`src/rtl/osc_prog_divider.sv`:
```
// Programmable clock divider: near-50% duty divided clock, binary taps, and a
// load/ready divisor handshake applied on period boundaries. Optional DIV_TICK_EN adds tick_o.
module osc_prog_divider #(
  parameter int CNT_W     = 8,
  parameter int TAPS      = 4,
  parameter int DIV_RESET = 2
) (
  input  logic             clk,
  input  logic             rst,
  input  logic             en,
  input  logic [CNT_W-1:0] div_i,
  input  logic             div_load,
  output logic             div_ready,
  output logic [CNT_W-1:0] div_cur_o,
  output logic             clk_div_o,
  output logic [TAPS-1:0]  taps_o
`ifdef DIV_TICK_EN
  ,
  output logic             tick_o
`endif
);

  logic [CNT_W-1:0] cnt_q, cnt_d;
  logic [CNT_W-1:0] div_cur_q, div_cur_d;
  logic [CNT_W-1:0] pend_q, pend_d;
  logic             ready_q, ready_d;
  logic             clk_div_q, clk_div_d;
  logic [TAPS-1:0]  taps_q, taps_d;
`ifdef DIV_TICK_EN
  logic             tick_q, tick_d;
`endif

  logic             wrap;
  logic [CNT_W:0]   half_len;
  logic [CNT_W-1:0] div_clamped;

  // One extra bit keeps ceil(N/2) exact when N is at its maximum.
  assign half_len    = ({1'b0, div_cur_q} + (CNT_W+1)'(1)) >> 1;
  assign wrap        = (cnt_q == div_cur_q - CNT_W'(1));
  assign div_clamped = (div_i < CNT_W'(2)) ? CNT_W'(2) : div_i;

  // NOTE: every next-state signal gets a default first so this block cannot infer a latch.
  always_comb begin
    cnt_d     = cnt_q;
    clk_div_d = clk_div_q;
    taps_d    = taps_q;
    div_cur_d = div_cur_q;
    pend_d    = pend_q;
    ready_d   = ready_q;
`ifdef DIV_TICK_EN
    tick_d    = 1'b0;
`endif

    if (en) begin
      cnt_d     = wrap ? '0 : cnt_q + CNT_W'(1);
      clk_div_d = ({1'b0, cnt_d} < half_len);
      if (!clk_div_q && clk_div_d) taps_d = taps_q + TAPS'(1);
`ifdef DIV_TICK_EN
      tick_d    = wrap;
`endif
    end else begin
      cnt_d     = '0;
      clk_div_d = 1'b0;
    end

    // A load seen on a boundary edge lands in pending only; it waits for the next boundary.
    if (ready_q) begin
      if (div_load) begin
        pend_d  = div_clamped;
        ready_d = 1'b0;
      end
    end else if (!en || wrap) begin
      div_cur_d = pend_q;
      ready_d   = 1'b1;
    end
  end

  // NOTE: sequential state uses non-blocking assignments so all flops update together.
  always_ff @(posedge clk) begin
    if (rst) begin
      cnt_q     <= '0;
      clk_div_q <= 1'b0;
      taps_q    <= '0;
      div_cur_q <= CNT_W'(DIV_RESET);
      pend_q    <= '0;
      ready_q   <= 1'b1;
`ifdef DIV_TICK_EN
      tick_q    <= 1'b0;
`endif
    end else begin
      cnt_q     <= cnt_d;
      clk_div_q <= clk_div_d;
      taps_q    <= taps_d;
      div_cur_q <= div_cur_d;
      pend_q    <= pend_d;
      ready_q   <= ready_d;
`ifdef DIV_TICK_EN
      tick_q    <= tick_d;
`endif
    end
  end

  assign div_ready = ready_q;
  assign div_cur_o = div_cur_q;
  assign clk_div_o = clk_div_q;
  assign taps_o    = taps_q;
`ifdef DIV_TICK_EN
  assign tick_o    = tick_q;
`endif

endmodule

```
`config.mk`:
```
export PLATFORM = sky130hd
export DESIGN_NAME = osc_prog_divider
export DESIGN_NICKNAME = d
export VERILOG_FILES = /design/src/rtl/osc_prog_divider.sv
export SDC_FILE = /design/constraint.sdc
export NUM_CORES = 1
export LEC_CHECK = 0
export CORE_MARGIN = 1.5
export CORE_UTILIZATION = 50
export DETAILED_ROUTE_END_ITERATION = 8
export HOLD_SLACK_MARGIN = 0.1
export PLACE_DENSITY = 0.81
export SYNTH_ARGS = -nofsm -noshare
export SYNTH_HDL_FRONTEND = slang
export SYNTH_SLANG_ARGS = --single-unit
```
`constraint.sdc`:
```
create_clock -name clk -period 6 [get_ports clk]
set_clock_uncertainty 0.1 [all_clocks]
set_input_delay 1.2 -clock clk [delete_from_list [all_inputs] [get_ports clk]]
set_output_delay 1.2 -clock clk [all_outputs]
set_load 0.01 [all_outputs]
```
==> insert_results.sql <==
INSERT INTO impl_metrics (metric_group, metric, value, unit) VALUES
('synthesis', 'syn_inst', '238', ''),
('critical_path', 'cp-start-kind', 'flip-flop', ''),
('clocking', 'clock_tree_from_tritoncts', 'yes', ''),
('clocking', 'postCtsHoldBufs', '0', ''),
('synthesis', 'synth.ff_latch_count', '30', ''),
('run', 'drv_cap', '0', ''),
('routing', 'viasPerCell', '5.63', ''),
('floorplanning', 'die_height', '66.5', 'um'),
('synthesis', 'asyncSetResetFlopFracSynth', '0', '%'),
('timing', 'rsz0062_at_grt', 'false', ''),
('pwr', 'power_leakage', '0.850', 'nW'),
('timing', 'fin_setup_tns', '0', 'ns'),
('synthesis', 'list_of_most_frequent_post_synthesis_cells', '30 x dfxtp_1, 22 x nor2_1, 20 x nand2_1, 19 x nand2b_1', ''),
('clocking', 'cts_max_level', '2', ''),
('routing', 'drt_pre_antenna_iters', '4', ''),
('cells_and_area', 'finish.utilization', '61.7', '%'),
('critical_path', 'critical_path_class', 'reg2reg', ''),
('clocking', 'cts-buffers-inserted', '5', ''),
('hold_path', 'timing.hold.worst_path_depth', '2', ''),
('synthesis', 'synth_cell_type_count', '44', ''),
('timing', 'setup_violation_total_in_the_final_timing_report', '0', ''),
('pwr', 'power.total', '492', 'uW'),
('run_status', 'result_of_the_run', 'completed', ''),
('critical_path', 'timing.critical_path.to_type', 'flip-flop', ''),
('synthesis', 'post-synth-top-count-cell', 'dfxtp_1', ''),
('timing', 'final_max_slew_viol_count', '0', ''),
('floorplanning', 'core_area', '3770', 'sq um'),
('routing', 'maxUsedRoutingLayer', 'met4', ''),
('critical_path', 'crit_slowest_cell', 'dfxtp_1', ''),
('clocking', 'cell_at_the_root_of_the_clock_tree', 'clkbuf_8', ''),
('cells_and_area', 'num-nets-final', '276', ''),
('timing', 'timing.final.hold_violations', '0', ''),
('place', 'dpl_worst_slack', '1.77', 'ns'),
('routing', 'drc_errors', '0', ''),
('critical_path', 'cpLargestDelayFamily', 'compound AO/OA/AOI/OAI gates', ''),
('clocking', 'clk_path_buf_depth', '2', ''),
('critical_path', 'rr_startpoint', 'div_cur_o[0]', ''),
('routing', 'drt_iter0_markers', '70', ''),
('floorplanning', 'number_of_placement_rows', '22', ''),
('synthesis', 'synth_seq_area_share', '29.8', '%'),
('timing', 'post-route-period-util', '72.5', '%'),
('synthesis', 'edff_count_synth', '0', ''),
('global_routing', 'grt_pass1_wl', '6960', 'um'),
('pwr', 'peakVddDrop', '0.178', 'mV'),
('place', 'port_buffers', '25', ''),
('synthesis', 'synthFlopType', 'dfxtp_1', ''),
('hold_path', 'worstHoldStart', 'pend_q[7]', ''),
('routing', 'met3_wirelength', '247', 'um'),
('routing', 'ant_nets', '0', ''),
('clocking', 'postCtsSetupBuffers', '0', ''),
('cells_and_area', 'drive_above_1_share', '7.48', '%'),
('critical_path', 'worst_path_largest_cell_delay', '0.53', 'ns'),
('cells_and_area', 'area_growth_syn_to_layout', '15.3', '%'),
('floorplanning', 'num_io_pins', '26', ''),
('synthesis', 'synth.top_cell.area_share', '29.8', '%'),
('global_routing', 'via_count_of_the_first_global_routing_pass', '1482', ''),
('floorplanning', 'die_w', '66.5', 'um'),
('place', 'dpl-instance-area', '2240', 'sq um'),
('clocking', 'worst_setup_hold_path_clk_slew', '0.06', 'ns'),
('global_routing', 'grt_antenna_before_repair', '0', ''),
('clocking', 'post_cts_resized', '0', ''),
('cells_and_area', 'fin_area', '2330', 'sq um'),
('critical_path', 'path_cells', 'inv_1 -> ha_1 -> xnor2_1 -> nor2_1 -> a2111oi_4 -> nand3_1 -> nor2_4 -> nor2_1 -> ha_1 -> a211oi_1 -> o21ai_0 -> nor3_1 -> nand4_1 -> o21ai_0 -> mux2_2', ''),
('routing', 'route.met2.wl', '1880', 'um'),
('critical_path', 'timing.critical_path.to', 'taps_o[3]', ''),
('routing', 'wl_met1', '1940', 'um'),
('global_routing', 'grt_overflow', '0', ''),
('floorplanning', 'design.die.area', '4430', 'sq um'),
('critical_path', 'cp-startpoint', 'div_cur_o[0]', ''),
('routing', 'routed_wl', '4180', 'um'),
('clocking', 'clock_sink_count', '30', '');
[worst min path at each step]
stage,endpoint,slack [ns]
after global placement,pend_q[5],0.34
after floorplan,pend_q[2],0.34
after global routing,pend_q[2],0.37
after detailed placement,pend_q[6],0.35
after CTS,pend_q[6],0.36
final,pend_q[7],0.36
[state kept, by name, summed over array words and instances (netlist names)]
| register | cells |
|---|---|
| cnt_q | 8 |
| div_ready | 1 |
| pend_q | 8 |
| div_cur_o | 8 |
| clk_div_o | 1 |
| taps_o | 4 |
[tightest hold or removal path: stages (launching register included)]
cell     delay (ns)
dfxtp_1        0.31
nand2_1        0.05
a21oi_1        0.05
[metal layers]
layer | vias to the layer above | global-route usage (%)
met3 | 15 | 4.90
met5 | - | 0
li1 | 857 | -
met4 | 0 | 10.2
met2 | 45 | 32.1
met1 | 784 | 27.7
[power by group]
part,internal (mW),total [mW],switching [mW]
clock,0.0924,0.172,0.0796
sequential,0.208,0.219,0.0111
combinational,0.0482,0.100,0.0521
total,0.349,0.492,0.143
[metrics by stage]
step	cells	hold WS [ns]
CTS	302	0.358
floorplan	238	0.337
global placement	294	0.343
finish	302	0.356
global route	302	0.374
detailed placement	294	0.350
[layout make-up]
type	count	area, sq um
clock buffers	7	86.3
clock inverters	1	5.00
fillers	331	1440
inverters	4	15.0
multi-input cells	187	1310
flip-flops and latches	30	601
well taps	48	60.1
repair buffers	25	250
[cell families after synthesis]
group	count (synthesis)	share of synthesized area, %
muxes	12	6.32
adders and majority gates	11	6.82
and+or+nand+nor	111	30.2
AOI/OAI and AO/OA	31	11.7
xor gates and xnor gates	22	9.92
DFF	30	29.8
buffers and inverters	21	5.33
[placed cells by master (no fill, tap or decap), types with 4 or more instances in the layout]
cell type / count
mux2i_1: 9
clkdlybuf4s50_1: 25
o21ai_0: 5
xor2_1: 12
nand2_1: 20
xnor2_1: 9
ha_1: 11
inv_1: 4
nor3_1: 12
nand4_1: 8
nand2b_1: 19
clkbuf_8: 6
nand3_1: 8
nor2_1: 22
nor2b_1: 7
dfxtp_1: 30
a21oi_1: 9
Power figures use the tool's default switching activity.
